==> config.mk <==
export PLATFORM = sky130hd
export DESIGN_NAME = ready_wait_generator_flat
export DESIGN_NICKNAME = d
export VERILOG_FILES = /design/src/rtl/ready_wait_generator_if.sv /design/src/rtl/ready_wait_generator.sv /design/src/flat_wrapper.sv
export SDC_FILE = /design/constraint.sdc
export NUM_CORES = 1
export LEC_CHECK = 0
export ABC_AREA = 1
export BUFFER_PORTS_ARGS = -buffer_cell sky130_fd_sc_hd__buf_2
export CAP_MARGIN = 20
export CORE_MARGIN = 5
export CORE_UTILIZATION = 45
export CTS_CLUSTER_SIZE = 28
export DETAILED_ROUTE_END_ITERATION = 10
export PLACE_DENSITY = 0.69
export SLEW_MARGIN = 10
export SYNTH_ARGS = -nofsm -noshare
export SYNTH_HDL_FRONTEND = slang
export SYNTH_SLANG_ARGS = --single-unit
==> constraint.sdc <==
create_clock -name clock -period 1.21 [get_ports clock]
set_input_delay 0.242 -clock clock [delete_from_list [all_inputs] [get_ports clock]]
set_output_delay 0.242 -clock clock [all_outputs]
set_load 0.02 [all_outputs]
==> src/rtl/ready_wait_generator_if.sv <==
// Command/ready bundle between the arbitrated bus side and the ready/wait-state generator.
interface ready_wait_generator_if;
    logic io_read_n;
    logic io_write_n;
    logic memory_read_n;
    logic memory_write_n;
    logic address_enable_n;
    logic dma_acknowledge_0_n;
    logic io_channel_ready;
    logic processor_ready;
    logic dma_ready;
    logic timeout_flag;

    modport master (
        output io_read_n, io_write_n, memory_read_n, memory_write_n,
        output address_enable_n, dma_acknowledge_0_n, io_channel_ready,
        input  processor_ready, dma_ready, timeout_flag
    );

    modport slave (
        input  io_read_n, io_write_n, memory_read_n, memory_write_n,
        input  address_enable_n, dma_acknowledge_0_n, io_channel_ready,
        output processor_ready, dma_ready, timeout_flag
    );
endinterface

==> src/rtl/ready_wait_generator.sv <==
// Ready/wait-state generator: stretches CPU READY or DMA ready per cycle type and while
// synchronized channel ready is low. Build macro CHANNEL_READY_TIMEOUT_EN adds a watchdog.
//
// state        | meaning
// IDLE         | no cycle in progress, waiting for a command falling edge
// WAIT_COUNT   | inserting the programmed wait states
// WAIT_CHANNEL | holding the target ready low until channel ready (or watchdog)
// DONE         | target released, waiting for the command to end
module ready_wait_generator #(
    parameter int unsigned IO_WAIT_STATES  = 1,
    parameter int unsigned DMA_WAIT_STATES = 1,
    parameter int unsigned TIMEOUT_CYCLES  = 255
) (
    input  logic                  clock,
    input  logic                  reset,
    ready_wait_generator_if.slave bus
);

    typedef enum logic [1:0] {
        ST_IDLE,
        ST_WAIT_COUNT,
        ST_WAIT_CHANNEL,
        ST_DONE
    } state_t;

    localparam logic [3:0] IO_COUNT  = 4'(IO_WAIT_STATES);
    localparam logic [3:0] DMA_COUNT = 4'(DMA_WAIT_STATES);
    localparam logic [7:0] WDOG_LAST = 8'(TIMEOUT_CYCLES - 1);

    state_t     state_q, state_d;
    logic [3:0] count_q, count_d;
    logic       tgt_dma_q, tgt_dma_d;
    logic       proc_rdy_q, proc_rdy_d;
    logic       dma_rdy_q, dma_rdy_d;
    logic       cmd_prev_q;
    logic       ch_meta_q, ch_rdy_q;
    logic       cmd_active, start, is_refresh, is_dma, is_io;
    logic [3:0] load_count;
    logic       tgt_rdy_d;
    logic       timeout_hit;

    assign cmd_active = ~(bus.io_read_n & bus.io_write_n & bus.memory_read_n & bus.memory_write_n);
    assign start      = cmd_active & ~cmd_prev_q;
    assign is_dma     = bus.address_enable_n;
    assign is_refresh = bus.address_enable_n & ~bus.dma_acknowledge_0_n;
    assign is_io      = ~bus.io_read_n | ~bus.io_write_n;
    assign load_count = is_dma ? DMA_COUNT : (is_io ? IO_COUNT : 4'd0);

`ifdef CHANNEL_READY_TIMEOUT_EN
    logic [7:0] wdog_q, wdog_d;
    logic       timeout_q, timeout_d;

    assign timeout_hit = (wdog_q == WDOG_LAST);

    // Held at zero outside WAIT_CHANNEL so it always starts from zero on entry.
    always_comb begin
        wdog_d = 8'd0;
        if (state_q == ST_WAIT_CHANNEL) begin
            wdog_d = (wdog_q != 8'hFF) ? wdog_q + 8'd1 : wdog_q;
        end
    end

    always_comb begin
        timeout_d = timeout_q;
        if (state_q == ST_WAIT_CHANNEL && cmd_active && !ch_rdy_q && timeout_hit) begin
            timeout_d = 1'b1;
        end
    end

    always_ff @(posedge clock or posedge reset) begin
        if (reset) begin
            wdog_q    <= 8'd0;
            timeout_q <= 1'b0;
        end else begin
            wdog_q    <= wdog_d;
            timeout_q <= timeout_d;
        end
    end

    assign bus.timeout_flag = timeout_q;
`else
    logic unused_timeout_cfg;

    assign timeout_hit        = 1'b0;
    assign unused_timeout_cfg = ^WDOG_LAST;
    assign bus.timeout_flag   = 1'b0;
`endif

    always_comb begin
        state_d   = state_q;
        count_d   = count_q;
        tgt_dma_d = tgt_dma_q;
        tgt_rdy_d = tgt_dma_q ? dma_rdy_q : proc_rdy_q;
        unique case (state_q)
            ST_IDLE: begin
                if (start && !is_refresh) begin
                    tgt_dma_d = is_dma;
                    count_d   = load_count;
                    if (load_count != 4'd0) begin
                        state_d   = ST_WAIT_COUNT;
                        tgt_rdy_d = 1'b0;
                    end else begin
                        state_d   = ST_WAIT_CHANNEL;
                        tgt_rdy_d = ch_rdy_q;
                    end
                end
            end
            ST_WAIT_COUNT: begin
                count_d = (count_q != 4'd0) ? count_q - 4'd1 : 4'd0;
                if (!cmd_active) begin
                    state_d   = ST_IDLE;
                    tgt_rdy_d = 1'b1;
                end else if (count_q == 4'd1) begin
                    if (ch_rdy_q) begin
                        state_d   = ST_DONE;
                        tgt_rdy_d = 1'b1;
                    end else begin
                        state_d   = ST_WAIT_CHANNEL;
                        tgt_rdy_d = 1'b0;
                    end
                end
            end
            ST_WAIT_CHANNEL: begin
                if (!cmd_active) begin
                    state_d   = ST_IDLE;
                    tgt_rdy_d = 1'b1;
                end else if (ch_rdy_q || timeout_hit) begin
                    state_d   = ST_DONE;
                    tgt_rdy_d = 1'b1;
                end else begin
                    tgt_rdy_d = 1'b0;
                end
            end
            ST_DONE: begin
                // No start is honoured here, so a long command cannot retrigger.
                tgt_rdy_d = 1'b1;
                if (!cmd_active) state_d = ST_IDLE;
            end
            default: begin
                state_d   = ST_IDLE;
                tgt_rdy_d = 1'b1;
            end
        endcase
        proc_rdy_d = tgt_dma_d ? 1'b1 : tgt_rdy_d;
        dma_rdy_d  = tgt_dma_d ? tgt_rdy_d : 1'b1;
    end

    always_ff @(posedge clock or posedge reset) begin
        if (reset) begin
            state_q    <= ST_IDLE;
            count_q    <= 4'd0;
            tgt_dma_q  <= 1'b0;
            proc_rdy_q <= 1'b1;
            dma_rdy_q  <= 1'b1;
            cmd_prev_q <= 1'b0;
            ch_meta_q  <= 1'b1;
            ch_rdy_q   <= 1'b1;
        end else begin
            state_q    <= state_d;
            count_q    <= count_d;
            tgt_dma_q  <= tgt_dma_d;
            proc_rdy_q <= proc_rdy_d;
            dma_rdy_q  <= dma_rdy_d;
            cmd_prev_q <= cmd_active;
            ch_meta_q  <= bus.io_channel_ready;
            ch_rdy_q   <= ch_meta_q;
        end
    end

    assign bus.processor_ready = proc_rdy_q;
    assign bus.dma_ready       = dma_rdy_q;

endmodule

==> src/flat_wrapper.sv <==
// flat-port wrapper written by rule: the top's interface ports become plain ports
module ready_wait_generator_flat 
#(
    parameter int unsigned IO_WAIT_STATES  = 1,
    parameter int unsigned DMA_WAIT_STATES = 1,
    parameter int unsigned TIMEOUT_CYCLES  = 255
)
  (clock, reset, bus_io_read_n, bus_io_write_n, bus_memory_read_n, bus_memory_write_n, bus_address_enable_n, bus_dma_acknowledge_0_n, bus_io_channel_ready, bus_processor_ready, bus_dma_ready, bus_timeout_flag);
  ready_wait_generator_if bus_i ();
  input  logic clock;
  input  logic reset;
  input wire logic [$bits(bus_i.io_read_n)-1:0] bus_io_read_n;
  input wire logic [$bits(bus_i.io_write_n)-1:0] bus_io_write_n;
  input wire logic [$bits(bus_i.memory_read_n)-1:0] bus_memory_read_n;
  input wire logic [$bits(bus_i.memory_write_n)-1:0] bus_memory_write_n;
  input wire logic [$bits(bus_i.address_enable_n)-1:0] bus_address_enable_n;
  input wire logic [$bits(bus_i.dma_acknowledge_0_n)-1:0] bus_dma_acknowledge_0_n;
  input wire logic [$bits(bus_i.io_channel_ready)-1:0] bus_io_channel_ready;
  output wire logic [$bits(bus_i.processor_ready)-1:0] bus_processor_ready;
  output wire logic [$bits(bus_i.dma_ready)-1:0] bus_dma_ready;
  output wire logic [$bits(bus_i.timeout_flag)-1:0] bus_timeout_flag;
  assign bus_i.io_read_n = bus_io_read_n;
  assign bus_i.io_write_n = bus_io_write_n;
  assign bus_i.memory_read_n = bus_memory_read_n;
  assign bus_i.memory_write_n = bus_memory_write_n;
  assign bus_i.address_enable_n = bus_address_enable_n;
  assign bus_i.dma_acknowledge_0_n = bus_dma_acknowledge_0_n;
  assign bus_i.io_channel_ready = bus_io_channel_ready;
  assign bus_processor_ready = bus_i.processor_ready;
  assign bus_dma_ready = bus_i.dma_ready;
  assign bus_timeout_flag = bus_i.timeout_flag;
  ready_wait_generator #(.IO_WAIT_STATES(IO_WAIT_STATES), .DMA_WAIT_STATES(DMA_WAIT_STATES), .TIMEOUT_CYCLES(TIMEOUT_CYCLES)) u_core (.clock(clock), .reset(reset), .bus(bus_i));
endmodule
# Word-level counts from Yosys, hierarchy flattened
# Cells that the tools add are included.
# W data, S select, Z words.
[totals] out_inout_bits=3 input_bits=9 word_cells=62 ff_bits=12
[op_classes] eq_ne=8 mux=26 n_bitwise=11 n_reduce_logical=8 add_sub_neg=1
[op_table] operator="$mux W2" count=7
[op_table] operator="$mux W1" count=13
[op_table] operator="$mux W4" count=3
[op_table] operator="$pmux W2 S4" count=1
[op_table] operator="$pmux W4 S2" count=1
[op_table] operator="$reduce_bool A4 Y1" count=2
[op_table] operator="$ne A3 B1 Y1 const B" count=2
[op_table] operator="$and A1 B1 Y1" count=5
[op_table] operator="$not A1 Y1" count=5
[op_table] operator="$eq A2 B2 Y1 const B" count=2
[op_table] operator="$eq A4 B1 Y1 const B" count=1
[op_table] operator="$ne A2 B1 Y1 const B" count=2
[op_table] operator="$pmux W1 S4" count=1
[op_table] operator="$reduce_and A4 Y1" count=1
[op_table] operator="$sub A4 B1 Y4 const B" count=1
[op_table] operator="$eq A2 B1 Y1 const B" count=1
[op_table] operator="$logic_not A2 Y1" count=1
[op_table] operator="$reduce_and A2 Y1" count=1
[op_table] operator="$reduce_bool A2 Y1" count=1
[op_table] operator="$logic_and A1 B1 Y1" count=1
[op_table] operator="$logic_not A1 Y1" count=1
[op_table] operator="$or A1 B1 Y1" count=1

# Depth between registers and ports, before layout
# Gate-level depths: netlist (run 1).
[logic_depth] ltp_word=9 ltp_mapped=10 mapped_depth_nobuf=10

# Worst setup path before layout (run 1)
# No wires, ideal clock.
[synth_timing] kind="reg-to-reg" from="reg u_core.state_q[1]" to="reg u_core.count_q[0]" required_ns=1.081 synth_period_minus_slack_ns=1.233 n_path_buf=0 arrival_time_ns=1.103 stages_incl_launch_ff=6 setup_ns=0.129 slack_ns=-0.023 path_cell_list="dfrtp_1 inv_1 ha_1 inv_1 o21ai_2 o21ai_0"
[synth_via] elab_chain_cells=3 word_cells_on_any_way=6 cone_classes="2 x eq/ne; 1 x mux; 3 x reduce/logical"
[synth_lines] item="start, declared" line="ready_wait_generator.sv:30" text="state_t state_q, state_d;"
[synth_lines] item="start signal, assigned" line="ready_wait_generator.sv:159" text="state_q <= state_d;"
[synth_lines] item="$logic_not A2 Y1 or $eq A2 B1 Y1 (tied branches)" line="ready_wait_generator.sv:94" text="unique case (state_q)"
[synth_lines] item="$ne A2 B1 Y1 (no line) or $reduce_bool A2 Y1 (tied branches)"
[synth_lines] item="$reduce_and A2 Y1 (no line)"
[synth_lines] item="end signal, assigned" line="ready_wait_generator.sv:160" text="count_q <= count_d;"
[synth_lines] item="end, declared" line="ready_wait_generator.sv:31" text="logic [3:0] count_q, count_d;"
# Several ways; a longest one is shown, not always the timed one.
# A chain may end at the register's enable or synchronous reset.

# Worst setup path after layout (run 1)
[layout_timing] from="reg u_core.state_q[1]" to="reg u_core.state_q[1]"
[layout_via] elab_chain_cells=3 word_cells_on_any_way=10 cone_classes="7 x eq/ne; 1 x mux; 2 x reduce/logical"
[layout_lines] item="$eq A2 B2 Y1, or another cell as far along" line="ready_wait_generator.sv:94"
[layout_lines] item="$ne A3 B1 Y1 (no line) or $ne A2 B1 Y1 (tied branches)"
[layout_lines] item="$reduce_and A4 Y1 (no line)"
# Several ways; a longest one is shown, not always the timed one.

==> results of run 1 <==
==> stage by stage <==
| stage | setup TNS [ns] | hold slack [ns] | setup slack [ns] |
|---|---|---|---|
| detailed placement | -0.7376 | 0.2695 | -0.1280 |
| global route | -0.9194 | 0.04726 | -0.1656 |
| floorplan | 0 | 0.1038 | 0.009936 |
| finish | -0.3261 | 0.04552 | -0.08386 |
| global placement | -0.4452 | 0.2698 | -0.09234 |
| CTS | -0.2582 | 0.06238 | -0.03921 |
==> worst max path at each step <==
| stage | start | to | slack [ns] | depth (start not counted) |
|---|---|---|---|---|
| 6_report | u_core.state_q[1]$_DFFE_PP0P_ | u_core.state_q[1]$_DFFE_PP0P_ | -0.08 | 7 |
| 5_1_grt | u_core.state_q[0]$_DFFE_PP0P_ | u_core.bus.dma_ready$_DFF_PP1_ | -0.17 | 10 |
| 4_1_cts | u_core.state_q[1]$_DFFE_PP0P_ | u_core.state_q[0]$_DFFE_PP0P_ | -0.04 | 7 |
| 3_5_place_dp | u_core.state_q[1]$_DFFE_PP0P_ | u_core.count_q[2]$_DFFE_PP0P_ | -0.13 | 5 |
| 3_3_place_gp | u_core.state_q[1]$_DFFE_PP0P_ | u_core.count_q[2]$_DFFE_PP0P_ | -0.09 | 5 |
| 2_1_floorplan | u_core.state_q[1]$_DFFE_PP0P_ | u_core.count_q[0]$_DFFE_PP0P_ | 0.01 | 5 |
==> cell usage in the layout, fill, tap and decap left out <==
cell type / n
clkbuf_1: 1
dfstp_2: 4
dfrtp_1: 6
clkbuf_4: 3
o21ai_4: 1
nand3_2: 2
nand2_1: 26
nand2_2: 7
inv_4: 3
nand2_4: 1
nor2_1: 7
nand3_4: 2
conb_1: 1
inv_1: 9
nor2_4: 1
a21oi_1: 4
ha_2: 1
buf_2: 8
o21ai_1: 6
nand3b_2: 1
dfrtp_2: 2
buf_4: 7
a21oi_2: 2
o21ai_0: 1
nand4_1: 1
o21ai_2: 1
nand3_1: 3
ha_4: 4
nor2_2: 1
inv_2: 3
dlygate4sd3_1: 1
==> what timing repair did <==
item | 4_1_cts | 5_1_grt
setup buffers | 0 | 1
pin swaps | 5 | 5
gates resized for setup | 20 | 19
endpoints found under the hold margin | 8 | 0
setup endpoints to repair | 9 | 11
hold buffers | 1 | 0
==> metal layers <==
layer / routed length [µm] / part of all wire (%) / GRT usage, %
met1: 754 / 41 / 18.56
met2: 862 / 47 / 21.49
met3: 150 / 8.1 / 2.326
met4: 73 / 4.0 / 10.21
met5: 0 / 0 / 0
==> state kept, by name (all words and copies together), names as in the netlist <==
name,flops
u_core.state_q,2
u_core.count_q,4
u_core.ch_meta_q,1
u_core.bus.processor_ready,1
u_core.tgt_dma_q,1
u_core.bus.dma_ready,1
u_core.cmd_prev_q,1
u_core.ch_rdy_q,1
==> kinds of logic (layout without fill, tap and decap cells) <==
group | count (synthesis) | after routing | share of synthesized area, %
DFF | 12 | 12 | 40.40
AOI/OAI and AO/OA | 15 | 15 | 10.43
and+or+nand+nor | 52 | 52 | 31.95
other | 1 | 1 | 0.4962
buffers and inverters | 16 | 35 | 8.445
adders and majority gates | 5 | 5 | 8.278
==> cell type report <==
class	count	area, µm²	share of cell area [%]
inverter	15	63.81	6.250
sequential	12	307.8	30.15
clock buffer	4	26.28	2.574
timing repair buffer	16	102.6	10.05
multi-input combinational	73	500.5	49.02
tap	16	20.02	1.961
==> worst register-to-register path: stages, from the launching register on <==
cell and delay (ns):
dfrtp_2 0.46, inv_4 0.11, ha_4 0.17, nand3_1 0.12, nand2_2 0.12, nor2_4 0.04
o21ai_1 0.10, nand2_1 0.07
==> where the power goes <==
group	switching, µW	total, µW	internal (µW)
Clock	158	286	128
Sequential	104	650	546
Combinational	951	1620	672
Total	1210	2560	1350
==> flow_summary.ini, run 1 <==
[yosys]
synth_top_area_cell = dfrtp_1
synthFlopType = dfrtp_1
synth_nets = 115
syn_avg_cell_area_um2 = 7.482
synthTopCellsByArea = dfrtp_1 (26%), nand2_1 (16%), dfstp_2 (14%)
syn_area_um2 = 755.7
synth_common_cells = nand2_1 (32), inv_1 (13), dfrtp_1 (8)
synth_edf_count = 0
yosysUniqueCellTypes = 20
synth_seq_area_share_pct = 40.40
yosysWarnings = 0
yosysMostFrequentCell = nand2_1
synthArstFlopShare_pct = 100.0
synth_top_area_share_pct = 26.49
synth_seq_cells = 12
synth_cells = 101

[sta]
rsz0062_at_grt = true
min_period_over_period_pct = 106.9
setup-violations-final = 7
slew_viol_final = 0
fmax_mhz = 772.9
clock_skew_ns = 0.0005802
fin_ws_ns = -0.08386
hold_viol = 0
period_minus_slack_ns = 1.294

[clock_tree]
clk_pin_slew_ns = 0.08
cts_tree = built
cts_sinks = 12
numCtsBuffers = 3
clockRootBuffer = clkbuf_4
cts_htree_levels = 1
cts_max_path_buffers = 2
insertion_delay_ns = 0.28

[floorplan]
dieWidth_um = 50.98
core_mm2 = 0.001541
die_h_um = 50.98
row_count = 14
ios = 12
dieArea_mm2 = 0.002599
start_util_pct = 49.03

[power]
total_power_uw = 2560
p_per_area_mw_per_mm2 = 2507
vdd.ir_drop.worst_v = 0.001559
leakage_uw = 0.0004827

[placed_design]
dpl_cell_area_um2 = 850.8
io_buffers = 10
dp.cells = 130
dpl.hpwl_um = 1140
routabilityCongestion = 0.7501

[routing]
vias = 717
drt-total-wl_um = 1841
viasPerCell = 5.272
drt_iter0_drc = 12
firstDrtPassIters = 4
ant_nets = 0
routedWlPerCell_um = 13.54
drc = 0

[critical_path]
crit_buf_inv = 1
critPathRequiredTime_ns = 1.38
crit_chain = inv_4 > ha_4 > nand3_1 > nand2_2 > nor2_4 > o21ai_1 > nand2_1
r2r_cells = 7
critPathTopFamily = flip-flops
cp-end-kind = flop
path_max_fanout = 5
startpoint_type = flop
timing.rr.end = u_core.state_q[1]$_DFFE_PP0P_
worst-setup-path-type = reg -> reg
r2r-start = u_core.state_q[1]$_DFFE_PP0P_
cp_slowest_cell = dfrtp_2
reg2reg_slack_ns = -0.08
critical-path-max-stage-delay_ns = 0.46
crit_arrival_ns = 1.47

[min_path]
min_path_type = in -> reg
min_to = u_core.ch_meta_q$_DFF_PP1_
worstHoldStart = bus_io_channel_ready
min_delay_path_depth = 1

[grt]
grt_pass1_vias = 636
gr-total-overflow = 0
antenna_found_initial = 0
grt_first_pass_wirelength_um = 2829
grt_max_degree = 13
grt.total_usage_pct = 14.35

[finish]
fin_area_mm2 = 0.001021
fillers = 124
final_util_pct = 66.23
drive_gt1_share_pct = 45.00
area_delta_synth_final_pct = 35.10
fin_cells = 136
n_antenna_cell = 0
nNetsFinal = 135

[outcome]
violations = negative setup slack
outcome = finished with violations

[flow_run]
drv_cap = 0
Note: power is estimated with default switching activity, not from simulation.
==> run 2: changes to the inputs <==
--- a/config.mk
+++ b/config.mk
@@ -5,7 +5,7 @@
 export SDC_FILE = /design/constraint.sdc
 export NUM_CORES = 1
 export LEC_CHECK = 0
-export ABC_AREA = 1
+export ABC_AREA = 0
 export BUFFER_PORTS_ARGS = -buffer_cell sky130_fd_sc_hd__buf_2
 export CAP_MARGIN = 20
 export CORE_MARGIN = 5
==> run 2 against run 1 <==
  * The flow still finishes with violations (negative setup slack)
  * Non-clock buffer count grew 16
  * Clock power shrank 13%
  * Critical path depth shrank 3
  * Maximum frequency shrank 26%
  * Sequential share of layout area shrank 2.8 points
==> flow_summary.ini, run 2 <==
[outcome]
outcome = finished with violations
violations = negative setup slack

[clock_tree]
clk_pin_slew_ns = 0.08
cts_htree_levels = 1
insertion_delay_ns = 0.27
clockRootBuffer = clkbuf_4
cts_sinks = 12
numCtsBuffers = 3
cts_max_path_buffers = 2
cts_tree = built

[routing]
firstDrtPassIters = 3
routedWlPerCell_um = 14.10
drc = 0
drt_iter0_drc = 7
drt-total-wl_um = 1749
vias = 696
ant_nets = 0
viasPerCell = 5.613

[yosys]
yosys.area_share.simple_pct = 16.67
yosysMostFrequentCell = inv_1
synth_xor_area_share_pct = 0
synth.area.mux_share_pct = 5.663
synth_compound_area_share_pct = 23.62
yosysUniqueCellTypes = 39
syn_area_um2 = 773.2
synth_top_family_by_area = compound AO/OA/AOI/OAI gates
synthAdderAreaFrac_pct = 8.091
synth_top_area_cell = dfrtp_1
synthTopCellsByArea = dfrtp_1 (26%), dfstp_2 (14%), ha_1 (8.1%)
synth_nets = 88
synth_seq_cells = 12
yosysWarnings = 0
synth_top_area_share_pct = 25.89
synth_edf_count = 0
synthArstFlopShare_pct = 100.0
synthFlopType = dfrtp_1
syn_avg_cell_area_um2 = 10.45
synth_cells = 74
synth_common_cells = inv_1 (9), dfrtp_1 (8), o21ai_0 (6)
synth_seq_area_share_pct = 39.48

[sta]
hold_viol = 0
rsz0062_at_grt = true
clock_skew_ns = 0.003793
min_period_over_period_pct = 144.1
fmax_mhz = 573.7
tns_ns = -2.991
slew_viol_final = 0
setup-violations-final = 9
fin_ws_ns = -0.5332
period_minus_slack_ns = 1.743

[critical_path]
critPathRequiredTime_ns = 1.36
crit_chain = or4b_4 > a221oi_2 > o21ai_2 > mux2_1
cp-end-kind = flop
critical-path-max-stage-delay_ns = 0.56
crit_arrival_ns = 1.90
path_max_fanout = 3
worst-setup-path-type = reg -> reg
startpoint_type = flop
cp_slowest_cell = or4b_4

[finish]
fillers = 127
regMostFlops = u_core.count_q
drive_gt1_share_pct = 57.01
layout_common_cells = buf_4 (19), buf_2 (8), dfrtp_1 (8)
n_antenna_cell = 0
regArea_um2 = 305.3
final_common_cell = buf_4
nNetsFinal = 123
largest_reg_flops = 4
area_delta_synth_final_pct = 44.17
fin_cells = 124
reg_top3 = u_core.count_q (4), u_core.state_q (2)
multi_input_area_um2 = 494.2

[power]
p_per_area_mw_per_mm2 = 2151
vdd.ir_drop.worst_v = 0.001213
leakage_uw = 0.0005404

[min_path]
min_path_type = in -> reg

[floorplan]
ios = 12
row_count = 15
start_util_pct = 46.29
dieWidth_um = 51.45
die_h_um = 51.45
dieArea_mm2 = 0.002647
core_mm2 = 0.001670

[placed_design]
dp.cells = 119
io_buffers = 10
routabilityCongestion = 0.7623
dpl.hpwl_um = 1421

[grt]
grt_max_degree = 13
use_met2_pct = 26.69
top_usage_layer = met2
grt.total_usage_pct = 15.15
grt_pass1_vias = 721
grt_use_met3_pct = 2.624
antenna_found_initial = 0
gr-total-overflow = 0
grt_first_pass_wirelength_um = 3008
met1_usage_pct = 16.70

[flow_run]
drv_cap = 0
## run 2: cell count changes in the layout (fill, tap and decap cells not counted), sizes merged, moves of 3 or more
cell,delta
a21oi,-4
mux2,+3
nor2,-7
inv,-6
nand3,-7
buf,+16
nand2,-33
nand2b,+3
## run 2: where the power goes
group	internal, µW	total [µW]	switching (µW)	leakage (µW)
clock network	115	249	134	0.0000138
logic	842	1580	736	0.000382
registers	509	571	61.6	0.000144
## run 2: critical path: cells and delay by family (launching register included)
kind,cells,cell delay (ns)
simple gates,1,0.56
mux,1,0.33
compound gates,2,0.35
flops,1,0.38
## run 2: metal layers
| layer | part of all wire, % | wire length, µm | up-vias |
|---|---|---|---|
| met5 | 0 | 0 | - |
| met3 | 2.6 | 45 | 6 |
| met2 | 54 | 945 | 9 |
| met4 | 2.0 | 35 | 0 |
| met1 | 41 | 723 | 339 |
| li1 | - | - | 342 |
## run 2: worst paths after layout
| kind | from | end | slack, ns | depth (start not counted) |
|---|---|---|---|---|
| setup / recovery | u_core.count_q[3]$_DFFE_PP0P_ | u_core.state_q[0]$_DFFE_PP0P_ | -0.53 | 4 |
| hold / removal | bus_io_channel_ready | u_core.ch_meta_q$_DFF_PP1_ | 0.06 | 1 |
| setup reg to reg | u_core.count_q[3]$_DFFE_PP0P_ | u_core.state_q[0]$_DFFE_PP0P_ | -0.53 | 4 |
| hold reg to reg | u_core.ch_meta_q$_DFF_PP1_ | u_core.ch_rdy_q$_DFF_PP1_ | 0.36 | 0 |
| max in group asynchronous | reset | u_core.ch_meta_q$_DFF_PP1_ | 0.36 | 3 |
| min in group asynchronous | reset | u_core.cmd_prev_q$_DFF_PP0_ | 0.51 | 3 |
## run 2: through the flow
| step | setup slack (ns) | util, % | hold WS (ns) | cell area, µm² | power (µW) |
|---|---|---|---|---|---|
| 2_1_floorplan | -0.5007 | - | 0.1038 | 823.3 | 1473 |
| 3_3_place_gp | -0.4926 | 61.42 | 0.2640 | 1026 | 1915 |
| 3_5_place_dp | -0.5504 | 61.42 | 0.2696 | 1026 | 1957 |
| 4_1_cts | -0.5437 | 66.22 | 0.05431 | 1106 | 2383 |
| 5_1_grt | -0.6022 | 66.74 | 0.06447 | 1115 | 2599 |
| 6_report | -0.5332 | 66.74 | 0.06491 | 1115 | 2398 |
## run 2: cell type report
| type | instances | area share, % |
|---|---|---|
| clock buffer | 3 | 2.020 |
| inverter | 9 | 3.030 |
| multi-input combinational | 51 | 44.33 |
| sequential | 12 | 27.38 |
| tap | 17 | 1.908 |
| timing repair buffer | 32 | 21.32 |
## run 2: timing repair
item | in CTS | in global routing
resized for setup | 10 | 3
setup endpoints to repair | 9 | 11
endpoints found under the hold margin | 8 | 0
buffers inserted | 1 | 0
pin swaps | 3 | 0
hold buffers | 1 | 0
## run 2: kinds of logic (layout without fill, tap and decap cells)
group,Yosys count,after routing
compound gates,22,22
simple gates,19,19
flops,12,12
buf+inv,11,44
fa+ha+maj,5,5
mux,4,4
other cells,1,1
